File: config.mk
export PLATFORM = sky130hd
export DESIGN_NAME = dino_jump_ctrl
export DESIGN_NICKNAME = d
export VERILOG_FILES = /design/src/rtl/dino_jump_ctrl.sv
export SDC_FILE = /design/constraint.sdc
export NUM_CORES = 1
export LEC_CHECK = 0
export CAP_MARGIN = 20
export CORE_ASPECT_RATIO = 0.8
export CORE_MARGIN = 5
export CORE_UTILIZATION = 45
export DETAILED_ROUTE_END_ITERATION = 12
export HOLD_SLACK_MARGIN = 0.15
export MAX_ROUTING_LAYER = met4
export PLACE_DENSITY = 0.76
export SLEW_MARGIN = 20
export SYNTH_ARGS = -nofsm -noshare
export SYNTH_HDL_FRONTEND = slang
export SYNTH_SLANG_ARGS = --single-unit
File: constraint.sdc
create_clock -name clk -period 5.5 [get_ports clk]
set_clock_uncertainty 0.15 [all_clocks]
set_input_delay 1.1 -clock clk [delete_from_list [all_inputs] [get_ports clk]]
set_output_delay 1.1 -clock clk [all_outputs]
set_load 0.05 [all_outputs]
File: src/rtl/dino_jump_ctrl.sv
// Vertical jump controller for the runner dino: synchronizes the buttons, derives one
// tick per video frame and steps a GROUND/RISE/FALL arc with gravity, jump cut and fast fall.
module dino_jump_ctrl #(
  parameter int GROUND_Y     = 275,
  parameter int X_POS        = 50,
  parameter int JUMP_V0      = 14,
  parameter int GRAVITY      = 1,
  parameter int FAST_GRAVITY = 3,
  parameter int JUMP_CUT     = 4,
  parameter int MAX_FALL     = 15,
  parameter int MIN_Y        = 120
) (
  input  logic        clk,
  input  logic        reset,
  input  logic        up,
  input  logic        down,
  input  logic        screen_end,
  input  logic        game_on,
  input  logic        game_over,
  output logic [31:0] dino_x,
  output logic [31:0] dino_y,
  output logic        airborne,
  output logic        ducking,
  output logic [1:0]  state
);

  localparam logic [31:0] LP_GROUND_Y = 32'(GROUND_Y);
  localparam logic [31:0] LP_X_POS    = 32'(X_POS);
  localparam logic [31:0] LP_MIN_Y    = 32'(MIN_Y);
  localparam logic [7:0]  LP_V0       = 8'(JUMP_V0);
  localparam logic [7:0]  LP_GRAV     = 8'(GRAVITY);
  localparam logic [7:0]  LP_FAST     = 8'(FAST_GRAVITY);
  localparam logic [7:0]  LP_CUT      = 8'(JUMP_CUT);
  localparam logic [7:0]  LP_MAX_FALL = 8'(MAX_FALL);

  typedef enum logic [1:0] {
    ST_GROUND = 2'd0,
    ST_RISE   = 2'd1,
    ST_FALL   = 2'd2
  } state_t;

  state_t      r_state, w_state_next;
  logic [31:0] r_y, w_y_next;
  logic [7:0]  r_vel, w_vel_next;

  logic r_up_meta, r_up_s, r_up_prev, r_up_armed;
  logic r_dn_meta, r_dn_s;
  logic r_se_d1, r_se_d2, r_se_armed;
  logic [1:0] r_settle;
  logic r_jump_req;

  logic w_tick, w_up_edge, w_update;

  // r_settle marks when the synchronizer outputs carry real samples instead of reset
  // values; edges are only accepted once the input has been seen low after that, so a
  // button or screen_end held through reset cannot fake an edge.
  always_ff @(posedge clk or posedge reset) begin
    if (reset) begin
      r_up_meta  <= 1'b0;
      r_up_s     <= 1'b0;
      r_up_prev  <= 1'b0;
      r_up_armed <= 1'b0;
      r_dn_meta  <= 1'b0;
      r_dn_s     <= 1'b0;
      r_se_d1    <= 1'b0;
      r_se_d2    <= 1'b0;
      r_se_armed <= 1'b0;
      r_settle   <= 2'b00;
    end else begin
      r_up_meta  <= up;
      r_up_s     <= r_up_meta;
      r_up_prev  <= r_up_s;
      r_up_armed <= r_up_armed | (r_settle[1] & ~r_up_s);
      r_dn_meta  <= down;
      r_dn_s     <= r_dn_meta;
      r_se_d1    <= screen_end;
      r_se_d2    <= r_se_d1;
      r_se_armed <= r_se_armed | (r_settle[0] & ~r_se_d1);
      r_settle   <= {r_settle[0], 1'b1};
    end
  end

  assign w_tick    = r_se_d1 & ~r_se_d2 & r_se_armed;
  assign w_up_edge = r_up_s & ~r_up_prev & r_up_armed;
  assign w_update  = w_tick & game_on & ~game_over;

  // A press coinciding with a tick is kept so it is served on the following frame.
  always_ff @(posedge clk or posedge reset) begin
    if (reset) begin
      r_jump_req <= 1'b0;
    end else if (w_up_edge) begin
      r_jump_req <= 1'b1;
    end else if (w_tick) begin
      r_jump_req <= 1'b0;
    end
  end

  logic [31:0] w_vel32;
  logic [31:0] w_rise_y;
  logic [7:0]  w_rise_v;
  logic [7:0]  w_fall_g;
  logic [8:0]  w_fall_sum;
  logic [7:0]  w_fall_v;
  logic [31:0] w_fall_y;

  assign w_vel32    = {24'd0, r_vel};
  assign w_rise_y   = (r_y < LP_MIN_Y + w_vel32) ? LP_MIN_Y : (r_y - w_vel32);
  assign w_rise_v   = r_vel - LP_GRAV;
  assign w_fall_g   = r_dn_s ? LP_FAST : LP_GRAV;
  assign w_fall_sum = {1'b0, r_vel} + {1'b0, w_fall_g};
  assign w_fall_v   = (w_fall_sum > {1'b0, LP_MAX_FALL}) ? LP_MAX_FALL : w_fall_sum[7:0];
  assign w_fall_y   = r_y + {24'd0, w_fall_v};

  always_comb begin
    w_state_next = r_state;
    w_y_next     = r_y;
    w_vel_next   = r_vel;
    case (r_state)
      ST_GROUND: begin
        if (r_jump_req && !r_dn_s) begin
          w_state_next = ST_RISE;
          w_vel_next   = LP_V0;
        end
      end
      ST_RISE: begin
        if (r_dn_s) begin
          w_state_next = ST_FALL;
          w_vel_next   = 8'd0;
        end else begin
          w_y_next = w_rise_y;
          if (r_vel <= LP_GRAV) begin
            w_state_next = ST_FALL;
            w_vel_next   = 8'd0;
          end else if (!r_up_s && (w_rise_v > LP_CUT)) begin
            w_vel_next = LP_CUT;
          end else begin
            w_vel_next = w_rise_v;
          end
        end
      end
      ST_FALL: begin
        if (w_fall_y >= LP_GROUND_Y) begin
          w_state_next = ST_GROUND;
          w_y_next     = LP_GROUND_Y;
          w_vel_next   = 8'd0;
        end else begin
          w_y_next   = w_fall_y;
          w_vel_next = w_fall_v;
        end
      end
      default: begin
        w_state_next = ST_GROUND;
        w_y_next     = LP_GROUND_Y;
        w_vel_next   = 8'd0;
      end
    endcase
  end

  always_ff @(posedge clk or posedge reset) begin
    if (reset) begin
      r_state <= ST_GROUND;
      r_y     <= LP_GROUND_Y;
      r_vel   <= 8'd0;
    end else if (w_update) begin
      r_state <= w_state_next;
      r_y     <= w_y_next;
      r_vel   <= w_vel_next;
    end
  end

  assign dino_x   = LP_X_POS;
  assign dino_y   = r_y;
  assign state    = r_state;
  assign airborne = (r_state != ST_GROUND);
  assign ducking  = r_dn_s & (r_state == ST_GROUND) & ~game_over;

endmodule

After elaboration in Yosys (flattened, before gate mapping)
Index checks and enable logic that the tools add are counted.

Register bits after elaboration: 54. Input port bits: 7. Output and inout port bits: 68. Word-level logic and storage cells: 77.

Add/sub/neg operators: 5. Order comparisons: 5. Equality and inequality tests: 6. Mux-type cells: 19. Bitwise logic cells: 18. Reductions and logical operators: 10.

Operators with widths (number): two-way mux 32 bit (3); one-hot mux 32 bit (3 select lines) (1); two-way mux 8 bit (6); adder 32 x 8 -> 32 bit (1); >= comparator 32 x 9 -> 1 bit (second input constant) (1); less-than comparator 32 x 9 -> 1 bit (1); subtractor 32 x 8 -> 32 bit (1); one-hot mux 8 bit (3 select lines) (1); AND 1 bit (10); two-way mux 2 bit (5); adder 7 x 8 -> 9 bit (first input constant) (1); adder 8 x 2 -> 9 bit (1); > comparator 9 x 4 -> 1 bit (second input constant) (1); > comparator 8 x 3 -> 1 bit (second input constant) (1); less-or-equal comparator 8 x 1 -> 1 bit (second input constant) (1); subtractor 8 x 1 -> 8 bit (second input constant) (1); != test 2 bit (second input constant) (3); inverter 1 bit (6); one-hot mux 2 bit (3 select lines) (1); AND reduction 4 bit (1); nonzero test 2 bit (2); != test 3 bit (second input constant) (1); AND reduction 3 bit (1); equality test 2 x 1 -> 1 bit (second input constant) (1); other kinds (7) (11).

Depth between registers and ports, before layout
Gate-level depths: netlist (run 1).

Word-level depth: 8. Gate-level depth with buffers: 19. Depth with buffers taken out: 19.

Worst setup path before layout (run 1)
OpenSTA, ideal clock, no wires.

Kind: register -> register. From: register r_vel[0]. To: register r_state[1], in the netlist state[1]. Setup time: 0.126 ns. Data arrival time: 4.334 ns. Data required time: 5.224 ns. Slack: 0.890 ns. Stages on the path, launching flop included: 17. Buffers on the path: 0. Period minus slack after synthesis: 4.610 ns. Path through: dfrtp_1 > fa_1 > xnor2_1 > or4b_2 > o21ai_0 > a21oi_1 > nand2b_1 > ha_1 > a211oi_2 > o21ai_1 > nand4_1 > mux2_1 > o22ai_1 > nand4_1 > nor4_4 > nor3_1 > o32a_1.

Cells in the longest elaborated chain, start to end: 7. Elaborated cells on any way between the ends: 9. Classes of those cells: 2 x add/sub; 3 x order compare; 2 x eq/ne; 1 x mux; 1 x reduce/logical.

Ends and longest elaborated chain: start, declared (line 44) `logic [7:0] r_vel, w_vel_next;`; start signal, assigned (line 167) `r_vel <= w_vel_next;`; adder 8 x 2 -> 9 bit (line 110) `assign w_fall_sum = {1'b0, r_vel} + {1'b0, w_fall_g};`; > comparator 9 x 4 -> 1 bit (line 111) `assign w_fall_v = (w_fall_sum > {1'b0, LP_MAX_FALL}) ? LP_MAX_FALL : w_fall_sum[7:0];`; two-way mux 8 bit (line 111); adder 32 x 8 -> 32 bit (line 112) `assign w_fall_y = r_y + {24'd0, w_fall_v};`; >= comparator 32 x 9 -> 1 bit (line 142) `if (w_fall_y >= LP_GROUND_Y) begin`; != test 2 bit (no line); AND reduction 4 bit (no line) *; end signal, assigned (line 165) `r_state <= w_state_next;`; end, declared (line 42) `state_t r_state, w_state_next;`.

Mark *: on every way between the ends. The rest lies on a longest branch, timed or not. A chain may end at the register's enable or synchronous reset.

Final worst setup path (run 1)
From: register r_dn_s. To: register r_state[1], in the netlist state[1].

Cells in the longest elaborated chain, start to end: 8. Elaborated cells on any way between the ends: 14. Classes of those cells: 2 x add/sub; 2 x order compare; 3 x eq/ne; 4 x mux; 3 x reduce/logical.

Ends and longest elaborated chain: start, declared (line 47) `logic r_dn_meta, r_dn_s;`; start signal, assigned (line 75) `r_dn_s <= r_dn_meta;`; two-way mux 2 bit (line 109) `assign w_fall_g = r_dn_s ? LP_FAST : LP_GRAV;`; adder 8 x 2 -> 9 bit (line 110); > comparator 9 x 4 -> 1 bit (line 111); two-way mux 8 bit (line 111); adder 32 x 8 -> 32 bit (line 112); >= comparator 32 x 9 -> 1 bit (line 142); != test 2 bit (no line); AND reduction 4 bit (no line).

Parallel ways exist; a longest one is shown, timed or not.

==> results of run 1 <==
-- power by group through the flow --
stage / Combinational [uW] / Clock, uW / Sequential, uW
2_1_floorplan: 1630 / 0 / 874
3_3_place_gp: 2310 / 0 / 738
3_5_place_dp: 2370 / 0 / 748
4_1_cts: 2400 / 383 / 741
5_1_grt: 2660 / 400 / 773
6_report: 2470 / 379 / 750
-- placed cells by master, fill, tap and decap left out, drive strengths merged, types with 10 or more instances in the layout --
master	Yosys	layout
ha	30	30
nand3	30	30
nor2	41	41
clkdlybuf4s50	0	42
inv	27	28
nand2	53	53
o21ai	57	57
dfrtp	50	50
o31ai	10	10
xor2	10	10
conb	2	35
a21oi	38	38
xnor2	18	18
nor3	22	22
nor4	10	10
nand4	12	12
-- worst min path at each step --
| stage | cells past startpoint | slack (ns) | end |
|---|---|---|---|
| 2_1_floorplan | 0 | 0.18 | r_dn_s |
| 3_3_place_gp | 0 | 0.19 | r_up_s |
| 3_5_place_dp | 0 | 0.19 | r_up_s |
| 4_1_cts | 0 | 0.21 | r_up_s |
| 5_1_grt | 0 | 0.22 | r_up_s |
| 6_report | 0 | 0.20 | r_up_s |
-- synthesized netlist by cell type, types with 6 or more instances --
library cell   n  area [um^2]
buf_2         13         65.1
a21o_1         7         52.6
nand4_1       10         62.6
nand3_1       30          150
inv_1         27          101
nor4_1         7         43.8
dfrtp_1       50         1250
nor3_1        19         95.1
nand2_1       53          199
or3_1          8         50.1
and3_1         6         37.5
xnor2_1       18          158
and2_1         6         37.5
mux2i_1        6         60.1
buf_4         32          240
o21ai_0       54          270
o31ai_1       10         75.1
ha_1          30          375
xor2_1        10         87.6
a21oi_1       38          190
a31oi_1        9         56.3
clkbuf_1      17         63.8
nor2_1        41          154
nand2b_1       8         50.1
-- registers in the layout, summed over array words and instances, names as in the netlist --
register,count
r_dn_meta,1
r_se_d1,1
r_up_meta,1
dino_y,32
r_jump_req,1
r_dn_s,1
r_settle,2
r_se_d2,1
r_vel,8
r_se_armed,1
state,2
r_up_prev,1
r_up_armed,1
r_up_s,1
-- logic make-up (layout without fill, tap and decap cells) --
logic type / Yosys count / count (layout) / synth area share [%]
AND/OR/NAND/NOR: 219 / 219 / 24.2
adder cells (fa/ha/maj): 33 / 33 / 9.08
XOR/XNOR: 28 / 28 / 5.11
AO/OA/AOI/OAI: 166 / 166 / 21.7
buffers and inverters: 91 / 86 / 9.96
flip-flops: 54 / 54 / 28.3
other: 2 / 35 / 0.157
multiplexers: 7 / 7 / 1.49
-- timing repair --
item	4_1_cts	5_1_grt
endpoints found under the hold margin	0	0
hold buffers	0	0
setup endpoints to repair	0	10
gates resized for setup	0	1
-- critical path, stage by stage (launching register included) --
cell	delay [ns]
dfrtp_1	0.47
ha_1	0.34
a21o_1	0.13
nand3_1	0.13
nor3_1	0.29
nand2_1	0.10
a211o_1	0.26
a21oi_1	0.31
nand2b_1	0.20
ha_1	0.32
a211oi_2	0.38
o21bai_1	0.18
a41oi_1	0.27
xor2_1	0.21
o211ai_1	0.12
a311o_1	0.34
nor4_4	0.35
buf_4	0.22
nor3_1	0.08
o32a_1	0.19
-- cell type report --
class | count | area share (%)
Multi-Input combinational cell | 488 | 57.5
Tap cell | 140 | 3.26
Sequential cell | 54 | 25.2
Clock buffer | 5 | 2.33
Clock inverter | 3 | 0.907
Timing Repair Buffer | 49 | 8.79
Inverter | 29 | 2.02
-- metal layers --
metal / up-vias / track usage, % / wire length (um)
met2: 259 / 32.5 / 6030
li1: 2137 / - / -
met4: 0 / 5.00 / 234
met3: 29 / 3.08 / 1520
met5: - / - / 0
met1: 2235 / 30.5 / 5790
-- metrics by stage --
step / hold slack [ns] / worst slack [ns] / instance area, um^2 / utilization, %
6_report: 0.199 / 0.342 / 5380 / 52.1
4_1_cts: 0.208 / 0.279 / 5370 / 52.1
3_3_place_gp: 0.187 / 0.588 / 5200 / 50.4
5_1_grt: 0.220 / 0.00470 / 5380 / 52.1
3_5_place_dp: 0.191 / 0.306 / 5200 / 50.4
2_1_floorplan: 0.181 / 0.890 / 4920 / -
==> results by stage, run 1 <==
Outcome:
- The run finished with clean final reports.

Global route:
- The wire length of the first global-routing pass is 22.1 mm.
- Entering global routing, the biggest net connects 43 pins.
- The number of global-route vias before repair is 4,391.
- The total overflow left after global routing is 0.
- The number of antenna violations at the first check in global routing came to 0.
- The overall track demand over capacity in global routing is 21.5%.

Detailed routing:
- The DRC violation total after the first TritonRoute iteration is 512.
- The number of search-and-repair iterations in the first detailed-routing pass is 6.
- After detailed routing, the average wire length per cell comes to 17.7 um.
- The number of nets still failing antenna checks after routing is 0.
- The final route contains 4,660 vias.
- The per-cell via count in the routed design is 6.07.
- The final wirelength is 13.6 mm.
- The remaining design rule violation count is 0.

Critical path:
- The launch point of the critical path is r_dn_s.
- The setup check on the worst reg-to-reg path leaves a slack of 0.34 ns.
- The category of the critical setup timing path is register to register.
- The worst register-to-register path ends at state[1].
- The critical path data required time is 5.53 ns.
- Along the worst path, the maximum fanout reaches 7.
- The data arrival time of the worst path is 5.19 ns.
- The source of the worst register-to-register timing path is r_dn_s.
- The type of element capturing the critical path is a register.
- The worst setup path is launched from a register.
- In this run the worst setup path terminates at state[1].
- The depth of the most critical reg-to-reg path is 19.

Final layout:
- The post-route netlist has 6.37% of its cells at a drive strength greater than 1.
- Once layout is complete, the cells apart from fillers number 768.
- The multi-input logic area is 3090 um^2.
- Summing all flip-flop and latch instances after layout gives 1360 um^2.
- The count of inserted antenna diode cells is 0.
- In the final design database the tool counted 667 nets.
- The number of inserted filler cells in the final layout is 997.
- The layout-stage area growth over the synthesis result is 12.1%.

Placed design:
- The number of placed instances, taps included is 760.
- The count of buffers added on input and output ports is 42.
- The estimated wirelength of the detail-placed design is 10.3 mm.
- Routability-driven placement finished with a final weighted congestion of 1.00.

CTS:
- Clock-pin slew was measured on the worst setup and hold paths at 0.08 ns.
- The clock reaches the later pin of the worst-skew pair after 0.30 ns.
- The number of buffers on the longest clock path is 2.
- The clock tree from TritonCTS is built.
- The number of clock sinks seen by CTS is 54.
- The number of buffers created by CTS is 5.
- The cell at the root of the clock tree is clkbuf_16.
- The setup fix buffers added after clock tree synthesis is 0.
- The number of levels the H-tree was split into is 2.

Power:
- Registers are responsible for 20.9% of the overall power.
- The proportion of total power due to net switching is 55.8%.
- For this design the ratio of total power to cell area is 669 nW/um^2.
- The total power consumption of the routed design is 3590 uW.
- The maximum resistive drop on vdd is 0.000289 V.
- The clock network power share is 10.5%.
- The internal portion of the total power is 1590 uW.
- The reported leakage power is 0.00228 uW.
- Combinational logic is responsible for 68.6% of the overall power.
- The total net switching power is 2010 uW.

Floorplan:
- The initial utilization of the core area, before any placement, comes to 46.5%.
- The die covers 12,800 um^2.
- The floorplan has 33 rows.
- The count of boundary I/O pins is 75.
- The core area is 10,300 um^2.
- The floorplan step set the die width to 125 um.
- Measured along the y axis, the die boundary spans 102 um.

Yosys:
- The count of different cell masters after synthesis is 70.
- The number of synthesized register bits is 54.
- After technology mapping, the gate count stands at 600.
- For this run, asynchronously set or reset flops after synthesis account for 100%.
- The number of synthesized flops with an enable pin is 0.
- In this run the mean area of a mapped cell was 8.00 um^2.
- The area of the mapped netlist is 4800 um^2.
- The most used flip-flop cell after synthesis is dfrtp_1.
- The register area share after synthesis is 28.3%.
- The warning count from the yosys run is 0.

STA:
- Setup repair after global routing left no endpoint under its margin.
- The ratio of final minimum period to clock period is 93.8%.
- The routed design could run at a clock period as short as 5.16 ns.
- The slew at the pin closest to its max-slew limit is 0.859 ns.
- In this run the tightest slew margin relative to its limit is 41.3%.
- The number of pins exceeding their max-slew limit in the final report is 0.
- The final count of negative-setup-slack endpoints is 0.
- The sum of negative setup slack is 0 ns.
- The count of endpoints failing hold in the final timing report is 0.
- Static timing analysis puts the maximum clock frequency at 194 MHz.

Min path:
- The startpoint of the tightest hold check path is r_up_meta.
- In this run the worst hold path is classified as register to register.

Run:
- Across the run, the number of max-cap violations was 0.
Power figures use the tool's default switching activity.
==> inputs of run 2 (changes only) <==
--- a/config.mk
+++ b/config.mk
@@ -9,6 +9,7 @@
 export CORE_ASPECT_RATIO = 0.8
 export CORE_MARGIN = 5
 export CORE_UTILIZATION = 45
+export CTS_CLUSTER_SIZE = 14
 export DETAILED_ROUTE_END_ITERATION = 12
 export HOLD_SLACK_MARGIN = 0.15
 export MAX_ROUTING_LAYER = met4
==> results of run 2 <==
No change in the layout: final DEF, timing and power equal those of run 1.
